===== config.mk =====
export PLATFORM = sky130hd
export DESIGN_NAME = instr_cache_fill_ctrl
export DESIGN_NICKNAME = d
export VERILOG_FILES = /design/src/rtl/instr_cache_fill_ctrl_pkg.sv /design/src/rtl/instr_cache_fill_ctrl.sv
export SDC_FILE = /design/constraint.sdc
export NUM_CORES = 1
export LEC_CHECK = 0
export CORE_MARGIN = 5
export CORE_UTILIZATION = 32
export DETAILED_ROUTE_END_ITERATION = 6
export HOLD_SLACK_MARGIN = 0.03
export PLACE_DENSITY_LB_ADDON = 0.05
export SYNTH_ARGS = -nofsm -noshare
export SYNTH_HDL_FRONTEND = slang
export SYNTH_SLANG_ARGS = --single-unit

===== constraint.sdc =====
create_clock -name i_clk -period 4.1 [get_ports i_clk]
set_clock_uncertainty 0.05 [all_clocks]
set_input_delay 0.41 -clock i_clk [delete_from_list [all_inputs] [get_ports i_clk]]
set_output_delay 0.41 -clock i_clk [all_outputs]
set_load 0.005 [all_outputs]

===== src/rtl/instr_cache_fill_ctrl_pkg.sv =====
// ============================================================================
// Module : instr_cache_fill_ctrl_pkg
// Brief  : Shared types and helpers for the icache refill controller.
// Rev    : 1.0  initial release
// ============================================================================
`default_nettype none

package instr_cache_fill_ctrl_pkg;

    localparam int PADDR_WIDTH = 32;

    typedef logic [PADDR_WIDTH-1:0] paddr_t;

    typedef enum logic [1:0] {
        ST_IDLE = 2'd0,
        ST_REQ  = 2'd1,
        ST_RESP = 2'd2,
        ST_FILL = 2'd3
    } icache_fill_state_t;

    // Clears the byte-offset bits so the address points at the start of its line.
    function automatic paddr_t line_align(input paddr_t addr, input int unsigned offset_bits);
        paddr_t mask;
        mask = ~((paddr_t'(1) << offset_bits) - paddr_t'(1));
        return addr & mask;
    endfunction

endpackage

`default_nettype wire


===== src/rtl/instr_cache_fill_ctrl.sv =====
// ============================================================================
// Module : instr_cache_fill_ctrl
// Brief  : Icache miss/refill controller: fetches a line beat by beat, writes
//          the data array, then issues a one-cycle tag-array fill.
// Rev    : 1.0  initial release
// ============================================================================
`default_nettype none

module instr_cache_fill_ctrl
    import instr_cache_fill_ctrl_pkg::*;
#(
    parameter int CACHELINE_SIZE      = 16,
    parameter int CACHELINE_SIZE_BITS = 4,
    parameter int NUM_ENTRIES_BITS    = 5,
    parameter int DATA_WIDTH          = 32,
    parameter int WORD_BITS           = 2
) (
    input  logic                        i_clk,
    input  logic                        i_rst_n,
    input  logic                        i_clear,
    input  logic                        i_miss,
    input  paddr_t                      i_miss_paddr,
    output logic                        o_busy,
    output logic                        o_mem_req,
    output paddr_t                      o_mem_paddr,
    input  logic                        i_mem_ack,
    input  logic                        i_mem_rvalid,
    input  logic [DATA_WIDTH-1:0]       i_mem_rdata,
    output logic                        o_data_we,
    output logic [NUM_ENTRIES_BITS-1:0] o_data_idx,
    output logic [WORD_BITS-1:0]        o_data_word,
    output logic [DATA_WIDTH-1:0]       o_data_wdata,
    output logic                        o_fill,
    output paddr_t                      o_fill_paddr,
    input  logic [31:0]                 i_log_fd
);

    icache_fill_state_t    r_state;
    icache_fill_state_t    w_state_nxt;
    paddr_t                r_line;
    logic [WORD_BITS-1:0]  r_word;
    logic                  r_squash;
    logic                  w_accept;
    logic                  w_beat;
    logic                  w_last_beat;
    logic                  w_unused_ok;

    assign w_accept    = (r_state == ST_IDLE) && i_miss && !i_clear;
    assign w_beat      = (r_state == ST_RESP) && i_mem_rvalid;
    assign w_last_beat = w_beat && (&r_word);

    assign o_data_idx  = r_line[CACHELINE_SIZE_BITS +: NUM_ENTRIES_BITS];
    assign o_data_word = r_word;

    // The log handle only matters to simulation-side tracing.
    assign w_unused_ok = &{1'b0, i_log_fd, CACHELINE_SIZE[0]};

    always_ff @(posedge i_clk or negedge i_rst_n) begin
        if (!i_rst_n) begin
            r_state <= ST_IDLE;
        end else begin
            r_state <= w_state_nxt;
        end
    end

    always_comb begin
        w_state_nxt  = r_state;
        o_busy       = 1'b0;
        o_mem_req    = 1'b0;
        o_mem_paddr  = '0;
        o_data_we    = 1'b0;
        o_data_wdata = '0;
        o_fill       = 1'b0;
        o_fill_paddr = '0;
        case (r_state)
            ST_IDLE: begin
                if (w_accept) begin
                    w_state_nxt = ST_REQ;
                end
            end
            ST_REQ: begin
                o_busy      = 1'b1;
                o_mem_req   = 1'b1;
                o_mem_paddr = r_line;
                if (i_mem_ack) begin
                    w_state_nxt = ST_RESP;
                end
            end
            ST_RESP: begin
                o_busy = 1'b1;
                if (i_mem_rvalid) begin
                    o_data_we    = 1'b1;
                    o_data_wdata = i_mem_rdata;
                end
                if (w_last_beat) begin
                    w_state_nxt = ST_FILL;
                end
            end
            ST_FILL: begin
                o_busy = 1'b1;
                // A flush landing in the fill cycle itself also invalidates the line.
                if (!r_squash && !i_clear) begin
                    o_fill       = 1'b1;
                    o_fill_paddr = r_line;
                end
                w_state_nxt = ST_IDLE;
            end
            default: begin
                w_state_nxt = ST_IDLE;
            end
        endcase
    end

    always_ff @(posedge i_clk or negedge i_rst_n) begin
        if (!i_rst_n) begin
            r_line   <= '0;
            r_word   <= '0;
            r_squash <= 1'b0;
        end else if (w_accept) begin
            r_line   <= line_align(i_miss_paddr, CACHELINE_SIZE_BITS);
            r_word   <= '0;
            r_squash <= 1'b0;
        end else begin
            if ((r_state != ST_IDLE) && i_clear) begin
                r_squash <= 1'b1;
            end
            if (w_beat) begin
                r_word <= r_word + 1'b1;
            end
        end
    end

endmodule

`default_nettype wire


==> results of run 1 <==
[worst min-delay path by stage]
stage	from	endpoint	slack, ns	cells past startpoint
floorplan	i_rst_n	o_data_word[0]	0.06	0
global placement	r_line[31]	r_line[31]	0.44	1
detailed placement	r_line[21]	r_line[21]	0.44	1
CTS	i_rst_n	r_squash	0.17	1
global route	i_rst_n	r_line[31]	0.22	1
finish	i_rst_n	r_squash	0.15	1
[cell type report]
class / count / share of cell area
clock buffers: 7 / 0.0230
inverters: 3 / 0.00300
multi-input cells: 145 / 0.289
flip-flops and latches: 33 / 0.220
well taps: 77 / 0.0256
repair buffers: 166 / 0.440
[registers in the layout, summed over array words and instances, names as in the netlist]
signal	count
o_data_word	2
r_line	28
r_squash	1
r_state	2
[per-layer routing]
metal  global-route usage  share of wire  routed length [um]  up-vias
met5                    0              0                   0        -
met1                0.178           0.41                2630      911
met4               0.0397         0.0074                  47        0
met2                0.248           0.50                3160       75
li1                     -              -                   -      951
met3               0.0600          0.083                 532        5
[cell families (layout without fill, tap and decap cells)]
group           Yosys count  count (layout)  synth area share
simple gates             98              98             0.298
flops                    33              33             0.399
buf+inv                  31             176            0.0919
mux                      29              29             0.158
fa+ha+maj                 5               5            0.0302
compound gates            4               4            0.0169
other cells               1               8           0.00181
xor+xnor                  1               1           0.00423
[power by group]
group / leakage (nW) / switching, mW / internal, mW
Sequential: 0.393 / 0.107 / 0.492
Clock: 0.0443 / 0.110 / 0.133
Combinational: 1.18 / 0.342 / 0.629
Total: 1.62 / 0.559 / 1.25
[placed cells by master, fill, tap and decap left out]
cell type and count:
a21oi_1 2, a221oi_2 1, and2_0 1, and2_1 56
and3_1 32, buf_2 1, buf_4 2, clkbuf_1 1
clkbuf_8 6, clkdlybuf4s50_1 163, conb_1 8, dfrtp_1 33
ha_1 5, inv_1 3, mux2_1 2, mux2_2 27
nand2_1 2, nand2b_1 1, nand2b_4 1, nor2_1 2
nor2_4 1, nor2b_1 1, nor3b_2 1, o32a_1 1
xnor2_1 1
==> results.yml, run 1 <==
outcome:
  status: "finished clean"
final_layout:
  drive_above_1_share: 0.113
  n_antenna_cell: 0
  seqCellArea_um2: 826
  multi_input_area_um2: 1080
  area_growth_pct: 81.5
  fin_area_um2: 3760
  fin_nets: 461
  fin_cells: 431
  final_util: 0.595
  fillers: 582
critical_path:
  crit-reg2reg-launch: "r_state[0]"
  critical_path.top_delay_family: "adder cells"
  critPathLaunch: "r_state[0]"
  startpoint_type: "flop"
  cp_slowest_stage_delay_ns: 0.79
  critPathSlowestCell: "ha_1"
  critPathArrivalTime_ns: 2.48
  crit_chain: "inv_1 > ha_1 > and2_0 > clkdlybuf4s50_1"
  end_kind: "primary output"
  path_depth: 4
  r2r_setup_slack_ns: 1.99
  crit_end: "o_data_we"
  r2r_cells: 5
  rr_endpoint: "r_line[19]"
  critPathKind: "reg -> out"
  required_ns: 3.64
  worst-path-buf-inv: 2
  cp_max_fo: 35
synthesis:
  yosysWarnings: 0
  syn-instance-count: 202
  synth_most_common_cell: "and2_1"
  ys_seq_elements: 33
  yosys_most_used_dff: "dfrtp_1"
  synth_common_cells: "and2_1, dfrtp_1, and3_1"
  synth.top_cell.area_share: 0.399
  yosysUniqueCellTypes: 24
  yosysTopAreaCell: "dfrtp_1"
  synth_async_sr_flop_share: 1.00
  synth_area_leaders: "dfrtp_1, and2_1, mux2_2, and3_1, buf_4"
  syn_area_um2: 2070
  synth_edf_count: 0
  yosysSeqAreaShare: 0.399
  avgSynthCellArea_um2: 10.2
sta:
  final.setup.tns_ns: 0
  max_freq_ghz: 0.341
  rsz0062_at_grt: "false"
  finalSetupViolCount: 0
  final_hold_viol_count: 0
  setup_ws_ns: 1.16
  fin_crit_sh: 0.716
  holdWs_ns: 0.147
  slew_viol_final: 0
  maxSlewHeadroom: 0.366
  tightest_slew_ns: 0.952
  fin_crit_ns: 2.94
clock_tree:
  cts-root-buf: "clkbuf_8"
  insertion_delay_ns: 0.28
  clkTransAtPathRegs_ns: 0.07
  cts_tree: "built"
  cts_buffer_depth: 2
  postCtsSetupBuffers: 0
  htree_levels: 2
  clock-sinks: 33
  cts_resized: 0
  ctsHoldBuffers: 0
  cts_buffers: 5
pwr:
  ir_drop_mv: 0.267
  power_leakage_nw: 1.62
  powerDensity_nw_per_um2: 483
  total_power_mw: 1.81
grt:
  grt_pass1_vias: 1937
  track_usage: 0.149
  antenna_found_initial: 0
  grt_overflow: 0
  grt_max_degree: 36
  grt_pass1_wl_um: 9960
detailed_routing:
  vias: 1942
  drt_iter0_drc: 53
  wl_per_cell_um: 14.8
  drt-total-wl_um: 6370
  drc: 0
  via_per_inst: 4.51
  postRouteAntennaNets: 0
  drtPass1Iterations: 4
floorplanning:
  dieHeight_um: 90.4
  die_width_um: 90.4
  start_util: 0.328
  dieArea_um2: 8180
  row_count: 29
  io_pins: 209
  core-area_um2: 6310
placed_design:
  dpl_cell_area_um2: 3670
  globalplace.congestion: 0.692
  port_buffers: 164
  dp.final_hpwl_um: 4970
  preCtsSetupSlack_ns: 1.25
  place_inst: 424
worst_hold_path:
  min_path_type: "in -> async"
job:
  cap_viol_max_count: 0
Power figures use the tool's default switching activity.
==> inputs of run 2 (changes only) <==
--- a/config.mk
+++ b/config.mk
@@ -6,7 +6,7 @@
 export NUM_CORES = 1
 export LEC_CHECK = 0
 export CORE_MARGIN = 5
-export CORE_UTILIZATION = 32
+export CORE_UTILIZATION = 30
 export DETAILED_ROUTE_END_ITERATION = 6
 export HOLD_SLACK_MARGIN = 0.03
 export PLACE_DENSITY_LB_ADDON = 0.05
==> constraint.sdc (replaced) <==
create_clock -name i_clk -period 2.8 [get_ports i_clk]
set_clock_uncertainty 0.05 [all_clocks]
set_input_delay 0.28 -clock i_clk [delete_from_list [all_inputs] [get_ports i_clk]]
set_output_delay 0.28 -clock i_clk [all_outputs]
set_load 0.005 [all_outputs]
==> results.yml, run 2 (synthesis results as in run 1) <==
outcome:
  status: "finished clean"
grt:
  grt_max_degree: 34
  grtUsageMet3: 0.0475
  track_usage: 0.154
  grt_pass1_wl_um: 10600
  grt_util_met2: 0.271
  grt_pass1_vias: 1989
  grt_overflow: 0
  antenna_found_initial: 0
  use_met1: 0.183
  grt.busiest_layer: "met2"
placed_design:
  port_buffers: 164
  dp.final_hpwl_um: 5480
  globalplace.congestion: 0.712
sta:
  fin_crit_ns: 2.51
  slew_viol_final: 0
  rsz0062_at_grt: "false"
  fin_crit_sh: 0.895
  final_hold_viol_count: 0
  final.setup.tns_ns: 0
  holdWs_ns: 0.00975
  maxSlewHeadroom: 0.496
  max_freq_ghz: 0.399
  tightest_slew_ns: 0.755
  finalSetupViolCount: 0
detailed_routing:
  wl_per_cell_um: 15.7
  postRouteAntennaNets: 0
  drt_iter0_drc: 58
  drtPass1Iterations: 4
  drc: 0
  vias: 1959
  drt-total-wl_um: 6850
  via_per_inst: 4.48
floorplanning:
  row_count: 30
  die_width_um: 93.1
  core-area_um2: 6760
  start_util: 0.306
  io_pins: 209
  dieHeight_um: 93.1
  dieArea_um2: 8660
critical_path:
  end_kind: "primary output"
  required_ns: 2.47
  critPathArrivalTime_ns: 2.18
  startpoint_type: "flop"
  cp_max_fo: 18
  critPathKind: "reg -> out"
clock_tree:
  insertion_delay_ns: 0.27
  cts-root-buf: "clkbuf_8"
  cts_resized: 0
  ctsHoldBuffers: 0
  cts_buffers: 5
  clock-sinks: 33
  postCtsSetupBuffers: 0
  clkTransAtPathRegs_ns: 0.07
  cts_buffer_depth: 2
  cts_tree: "built"
  htree_levels: 2
final_layout:
  final_common_cell: "clkdlybuf4s50_1"
  seqCellArea_um2: 826
  regMostFlops: "r_line"
  fin_nets: 464
  layout_common_cells: "clkdlybuf4s50_1, and2_1, dfrtp_1"
  fillers: 594
  area_growth_pct: 84.0
  largest_reg_flops: 28
  drive_above_1_share: 0.120
  multi_input_area_um2: 1080
  n_antenna_cell: 0
pwr:
  total_power_mw: 2.72
  powerDensity_nw_per_um2: 715
  ir_drop_mv: 0.464
  power_leakage_nw: 1.64
worst_hold_path:
  min_path_type: "in -> async"
job:
  cap_viol_max_count: 0
## run 2: cell type report
class / instances / area share
timing repair buffer: 169 / 0.446
inverter: 3 / 0.00296
clock buffer: 7 / 0.0227
tap: 80 / 0.0263
multi-input combinational: 145 / 0.285
sequential: 33 / 0.217
## run 2: critical path: stages, from the launching register on
cell and delay (ns):
dfrtp_1 0.41, inv_1 0.09, ha_1 0.43, buf_4 0.30, and2_1 0.15, clkdlybuf4s50_1 0.52
## run 2: worst paths after layout
kind	start	end	slack (ns)	cells after the start
worst max-delay path	r_state[1]	o_mem_paddr[29]	0.29	5
worst min-delay path	i_rst_n	r_line[16]	0.01	1
worst max register to register	r_state[1]	r_state[1]	0.81	6
worst min register to register	r_line[31]	r_line[31]	0.46	1
max in group asynchronous	i_rst_n	r_line[29]	2.19	1
min in group i_clk	r_line[31]	r_line[31]	0.46	1
## run 2: metal layers
layer | vias to the layer above | part of all wire
li1 | 952 | -
met2 | 103 | 0.50
met1 | 897 | 0.41
met5 | - | 0
met4 | 0 | 0.0088
met3 | 7 | 0.088
## run 2: where the power goes
part           internal (mW)  switching, mW
clock                  0.195          0.166
sequential             0.720          0.164
combinational          0.965          0.512
total                   1.88          0.841
## run 2: through the flow
| stage | util | worst slack [ns] | instance area [um2] | instances |
|---|---|---|---|---|
| floorplan | - | 1.24 | 2100 | 209 |
| global placement | 0.551 | 0.454 | 3720 | 430 |
| detailed placement | 0.551 | 0.464 | 3720 | 430 |
| CTS | 0.564 | 0.246 | 3810 | 437 |
| global route | 0.564 | 0.0954 | 3810 | 437 |
| finish | 0.564 | 0.295 | 3810 | 437 |
==> inputs of run 3 (changes only) <==
--- a/config.mk
+++ b/config.mk
@@ -10,6 +10,7 @@
 export DETAILED_ROUTE_END_ITERATION = 6
 export HOLD_SLACK_MARGIN = 0.03
 export PLACE_DENSITY_LB_ADDON = 0.05
+export SLEW_MARGIN = 10
 export SYNTH_ARGS = -nofsm -noshare
 export SYNTH_HDL_FRONTEND = slang
 export SYNTH_SLANG_ARGS = --single-unit
==> results of run 3 <==
No change in the layout: final DEF, timing and power equal those of run 2.
